## config.mk

```make
export PLATFORM = sky130hd
export DESIGN_NAME = ray_issue
export DESIGN_NICKNAME = d
export VERILOG_FILES = /design/src/rtl/ray_issue.sv
export SDC_FILE = /design/constraint.sdc
export NUM_CORES = 1
export LEC_CHECK = 0
export ABC_AREA = 1
export ABC_CLOCK_PERIOD_IN_PS = 3100
export CAP_MARGIN = 20
export CORE_AREA = 2 2 219 221
export CTS_BUF_LIST = sky130_fd_sc_hd__clkbuf_2 sky130_fd_sc_hd__clkbuf_4 sky130_fd_sc_hd__clkbuf_8
export DETAILED_ROUTE_END_ITERATION = 6
export DIE_AREA = 0 0 221 223
export PLACE_DENSITY = 0.6
export SLEW_MARGIN = 20
export SYNTH_ARGS = -nofsm -noshare
export SYNTH_HDL_FRONTEND = slang
export SYNTH_SLANG_ARGS = --single-unit
```

## constraint.sdc

```tcl
create_clock -name clock -period 3.1 [get_ports clock]
set_clock_uncertainty 0.05 [all_clocks]
set_input_delay 0.465 -clock clock [delete_from_list [all_inputs] [get_ports clock]]
set_output_delay 0.465 -clock clock [all_outputs]
set_load 0.005 [all_outputs]
```

## src/rtl/ray_issue.sv

```systemverilog
`default_nettype none
// ============================================================================
// Module   : ray_issue
// Purpose  : Dual-lane camera ray generator. After a start pulse it scans an
//            IMG_W x IMG_H pixel grid, two horizontally adjacent pixels at a
//            time. Each pair becomes one ray in lane 1 and one in lane 2 of
//            the downstream hit-test input FIFOs. All four FIFOs are written
//            together or not at all.
// Ports    : clock         - single clock, rising edge
//            reset         - asynchronous, active-low
//            start         - one-cycle frame request, honoured only in IDLE
//            cam_origin    - camera position (x,y,z) in signed Q, latched on start
//            focal         - z of every direction in signed Q, latched on start
//            in_full       - full flags {dir_2, dir_1, origin_2, origin_1}
//            in_wr_en      - write enables, same bit order as in_full
//            origin_1/2    - ray origins for lane 1 / lane 2
//            dir_1/2       - ray directions for lane 1 / lane 2
//            busy          - high while rays are being issued
//            done          - one-cycle pulse at frame end
//            pixel_x/y     - lane-1 pixel of the pending pair
// Revision : 1.0 - initial release
// ============================================================================
module ray_issue #(
  parameter int Q_BITS = 16,
  parameter int IMG_W  = 8,
  parameter int IMG_H  = 8
) (
  input  logic             clock,
  input  logic             reset,
  input  logic             start,
  input  logic [2:0][31:0] cam_origin,
  input  logic [31:0]      focal,
  input  logic [3:0]       in_full,
  output logic [3:0]       in_wr_en,
  output logic [2:0][31:0] origin_1,
  output logic [2:0][31:0] origin_2,
  output logic [2:0][31:0] dir_1,
  output logic [2:0][31:0] dir_2,
  output logic             busy,
  output logic             done,
  output logic [15:0]      pixel_x,
  output logic [15:0]      pixel_y
);

  typedef enum logic [1:0] {
    S_IDLE  = 2'd0,
    S_ISSUE = 2'd1,
    S_DONE  = 2'd2
  } state_t;

  localparam logic [15:0] C_LAST_X = 16'(IMG_W - 2);
  localparam logic [15:0] C_LAST_Y = 16'(IMG_H - 1);

  state_t      r_state;
  logic [31:0] r_focal;

  logic        w_write;
  logic        w_row_end;
  logic        w_last;
  logic [15:0] w_next_x;
  logic [15:0] w_next_y;

  // Integer pixel offset to signed Q; wraps silently at 32 bits.
  function automatic logic [31:0] to_q(input int v);
    to_q = 32'(v) << Q_BITS;
  endfunction

  // Direction through pixel (x,y): image centre maps to (0,0), y grows upward.
  function automatic logic [2:0][31:0] make_dir(input int x, input int y,
                                                input logic [31:0] z);
    make_dir[0] = to_q(x - IMG_W / 2);
    make_dir[1] = to_q(IMG_H / 2 - y);
    make_dir[2] = z;
  endfunction

  // A write needs every FIFO to have room, so a single full flag blocks all lanes.
  assign w_write   = (r_state == S_ISSUE) && ~|in_full;
  assign in_wr_en  = w_write ? 4'b1111 : 4'b0000;

  assign w_row_end = (pixel_x == C_LAST_X);
  assign w_last    = w_row_end && (pixel_y == C_LAST_Y);
  assign w_next_x  = w_row_end ? 16'd0 : pixel_x + 16'd2;
  assign w_next_y  = w_row_end ? pixel_y + 16'd1 : pixel_y;

  always_ff @(posedge clock or negedge reset) begin
    if (!reset) begin
      r_state  <= S_IDLE;
      r_focal  <= '0;
      origin_1 <= '0;
      origin_2 <= '0;
      dir_1    <= '0;
      dir_2    <= '0;
      busy     <= 1'b0;
      done     <= 1'b0;
      pixel_x  <= '0;
      pixel_y  <= '0;
    end else begin
      case (r_state)
        S_IDLE: begin
          done <= 1'b0;
          busy <= 1'b0;
          if (start) begin
            r_focal  <= focal;
            origin_1 <= cam_origin;
            origin_2 <= cam_origin;
            pixel_x  <= '0;
            pixel_y  <= '0;
            dir_1    <= make_dir(0, 0, focal);
            dir_2    <= make_dir(1, 0, focal);
            busy     <= 1'b1;
            r_state  <= S_ISSUE;
          end
        end

        S_ISSUE: begin
          // Data for the next pair is produced on the edge that retires the
          // current one, so outputs are always valid while issuing.
          if (w_write) begin
            pixel_x <= w_next_x;
            pixel_y <= w_next_y;
            dir_1   <= make_dir(int'(w_next_x), int'(w_next_y), r_focal);
            dir_2   <= make_dir(int'(w_next_x) + 1, int'(w_next_y), r_focal);
            if (w_last) begin
              busy    <= 1'b0;
              done    <= 1'b1;
              r_state <= S_DONE;
            end
          end
        end

        S_DONE: begin
          done    <= 1'b0;
          r_state <= S_IDLE;
        end

        default: begin
          busy    <= 1'b0;
          done    <= 1'b0;
          r_state <= S_IDLE;
        end
      endcase
    end
  end

endmodule
`default_nettype wire

```

==> results by group <==
Status
  – Status: completed

Setup path
  – Critical Path RT: 2.58 ns
  – Crit Path Category: primary input to output port
  – Crit-path most repeated cell: clkdlybuf4s50_1
  – Crit path from: in_full[0]
  – Crit-path slowest cell: clkdlybuf4s50_1
  – Critical path arrival: 2.23 ns
  – Critical path, cell by cell: clkdlybuf4s50_1, nor4_1, nand2_1, clkinv_1, clkdlybuf4s50_1
  – Endpoint type of the worst setup path: output port
  – Worst path max stage delay: 0.54 ns
  – Startpoint Class: primary input
  – Origin of the critical flop-to-flop path: pixel_x[1]
  – Worst-path maximum fanout: 7

Logic synthesis
  – Mapped Cells: 1,622
  – Post-synthesis cell area: 0.0128 mm2
  – Post-synthesis register bit count: 241
  – Synth Warn #: 0
  – Post-synth top area share: 47.3%
  – Mean area per synthesized cell: around 7.9 um2
  – Post-synthesis sequential area ratio: 47.3%
  – Top post-synthesis cells by area: dfrtp_1, nand2_1, buf_4, nor2_1, inv_1
  – Post-synth top area cell: dfrtp_1
  – Netlist cell types: 42

Detailed routing
  – Residual DRC: 0
  – Final WL: 47,200 um
  – Total number of vias: between 10,000 and 15,000
  – Vias/cell: around 4.4
  – Initial DRT Pass Iterations: 5
  – Initial DRC count: 725
  – Wire length per cell: approximately 18 um
  – ANT nets after route: 0

Clock tree
  – H-tree depth: 2
  – CTS Buf Count: 46
  – TritonCTS clock tree: done
  – CTS max path bufs: 3
  – Clock latency on the worst-skew pair: 0.61 ns
  – CTS root buffer: clkbuf_8
  – Clock Sinks: around 240
  – Reg clk slew, reported paths: 0.06 ns

Layout
  – Leading cell type in the layout, fill and taps excluded: nand2_1
  – Area grow syn2layout: 41.8%
  – Layout cell share with drive strength beyond 1: under 10%
  – Utilization after layout: 38.4%
  – Design Area, Final: 0.0181 mm2
  – Final #Nets: 2,115
  – Most frequent cells in the layout: nand2_1, clkdlybuf4s50_1, dfrtp_1
  – Fillcell total: 4,818

Floorplanning
  – Die Width: approximately 220 um
  – Chip Height: 223 um
  – IO Pins: 557
  – Std cell rows: 80
  – Initial core utilization: 27.1%
  – Core area: 0.0471 mm2
  – Die ar.: 0.0493 mm2

Power and ir drop
  – Max IR drop VDD: just over 400 uV
  – Switching portion of total power: between 30% and 40%
  – Cell leakage power: 8.38 nW
  – Int Pwr: 9.82 mW
  – Clk network pwr share: between 20% and 30%
  – Psw: 5.35 mW
  – PD cells: 838 mW/mm2
  – Combinational power share: around 43%
  – Sequential share of power: 34.7%

Placement
  – Placement Cell Area: approximately 0.017 mm2
  – # port buffers: 492
  – Gpl congestion: slightly below 0.9
  – DP HPWL: 35,300 um

Min path
  – Hold Path Class: primary input to register
  – Hold_sp: cam_origin[30]

GRT
  – Tot GR Track Use: 18.6%
  – Vias in the first global route: 11,700
  – Initial antenna violation count: 5
  – Pin count of the biggest net entering global routing: 130
  – Total grt overflow: 0
  – First-pass GRT wire length: 71,400 um

STA
  – Max-slew violations: 0
  – Worst-Margin Slew: 0.801 ns
  – Crit path time final: 2.75 ns
  – Hold WS: 0.347 ns
  – Final hold violation count: 0
  – TNS Setup: 0 ns
  – Maximum clock rate: about 0.36 GHz
  – Fin crit share: between 80 and 90%
  – RSZ-0062 raised after global routing: no
  – Relative slew margins: 46.6%
  – Final setup viols: 0

Job
  – Max-cap viol count: 0
[worst max-delay path: cells and delay by family]
kind          cells  cell delay (ns)
buf+inv           3             1.16
simple gates      2             0.61
[logic make-up after synthesis]
group	share of synthesized area, %
flops	47.3
simple gates	27.6
buf+inv	17.3
fa+ha+maj	0.686
xor+xnor	0.696
other cells	0.0294
compound gates	6.49
[per-layer routing]
metal | vias up | global-route usage, % | part of all wire (%)
met1 | 5549 | 21.9 | 40
met3 | 67 | 6.18 | 8.1
li1 | 5576 | - | -
met5 | - | 0 | 0.10
met2 | 476 | 32.3 | 50
met4 | 8 | 5.24 | 2.3
[power groups by stage]
stage | registers (mW) | logic (mW) | clock network, mW
after floorplan | 5.02 | 3.18 | 0
after global placement | 5.29 | 6.49 | 0
after detailed placement | 5.31 | 6.55 | 0
after CTS | 5.27 | 6.59 | 3.53
after global routing | 5.40 | 7.08 | 3.69
final | 5.27 | 6.48 | 3.42
[synthesized netlist by cell type (all sizes together)]
cell      n
o21bai    2
a21oi    17
inv      85
o21a      1
nand3    62
buf     226
ha        7
xor2      7
clkbuf   48
nand4    19
o21ai    39
conb      1
dfrtp   241
nor2    116
nand3b    2
nor3      6
clkinv    4
o32ai     1
a31oi    39
a22o      2
o22ai    36
o211ai    2
or2       2
xnor2     1
nand2   651
nor4      5
[area by class of cell]
class / count / area, um2 / area share [%]
tap: 615 / 769 / 4.25
clock inverter: 11 / 87.6 / 0.484
clock buffer: 72 / 922 / 5.09
sequential: 241 / 6030 / 33.3
timing repair buffer: 514 / 5160 / 28.5
inverter: 89 / 344 / 1.90
antenna: 1 / 2.50 / 0.0138
multi-input combinational: 1081 / 4780 / 26.4
[what timing repair did]
item,CTS,global route
resized for setup,0,0
hold endpoints to repair,54,0
buffers inserted,0,0
hold buffers,1,0
[sequential cells by signal, indices dropped and copies added, names as in the netlist]
| name | cells |
|---|---|
| busy | 1 |
| dir_1 | 60 |
| dir_2 | 17 |
| done | 1 |
| origin_2 | 96 |
| pixel_x | 16 |
| pixel_y | 16 |
| r_focal | 32 |
| r_state | 2 |
[metrics by stage]
step	setup slack, ns	std cells	power (mW)
finish	0.355	2624	15.2
global route	0.0862	2624	16.2
CTS	0.336	2623	15.4
detailed placement	0.386	2539	11.9
global placement	0.419	2539	11.8
floorplan	0.820	1685	8.20
[path summary, 6_finish.rpt]
kind	end	slack (ns)	cells past startpoint
worst min register to register	r_focal[14]	0.43	2
worst min-delay path	origin_2[30]	0.35	3
min in group asynchronous	pixel_x[7]	0.36	2
max in group asynchronous	r_focal[20]	1.84	3
worst max-delay path	in_wr_en[1]	0.35	5
worst max register to register	dir_1[60]	0.36	15
Power figures use the tool's default switching activity.
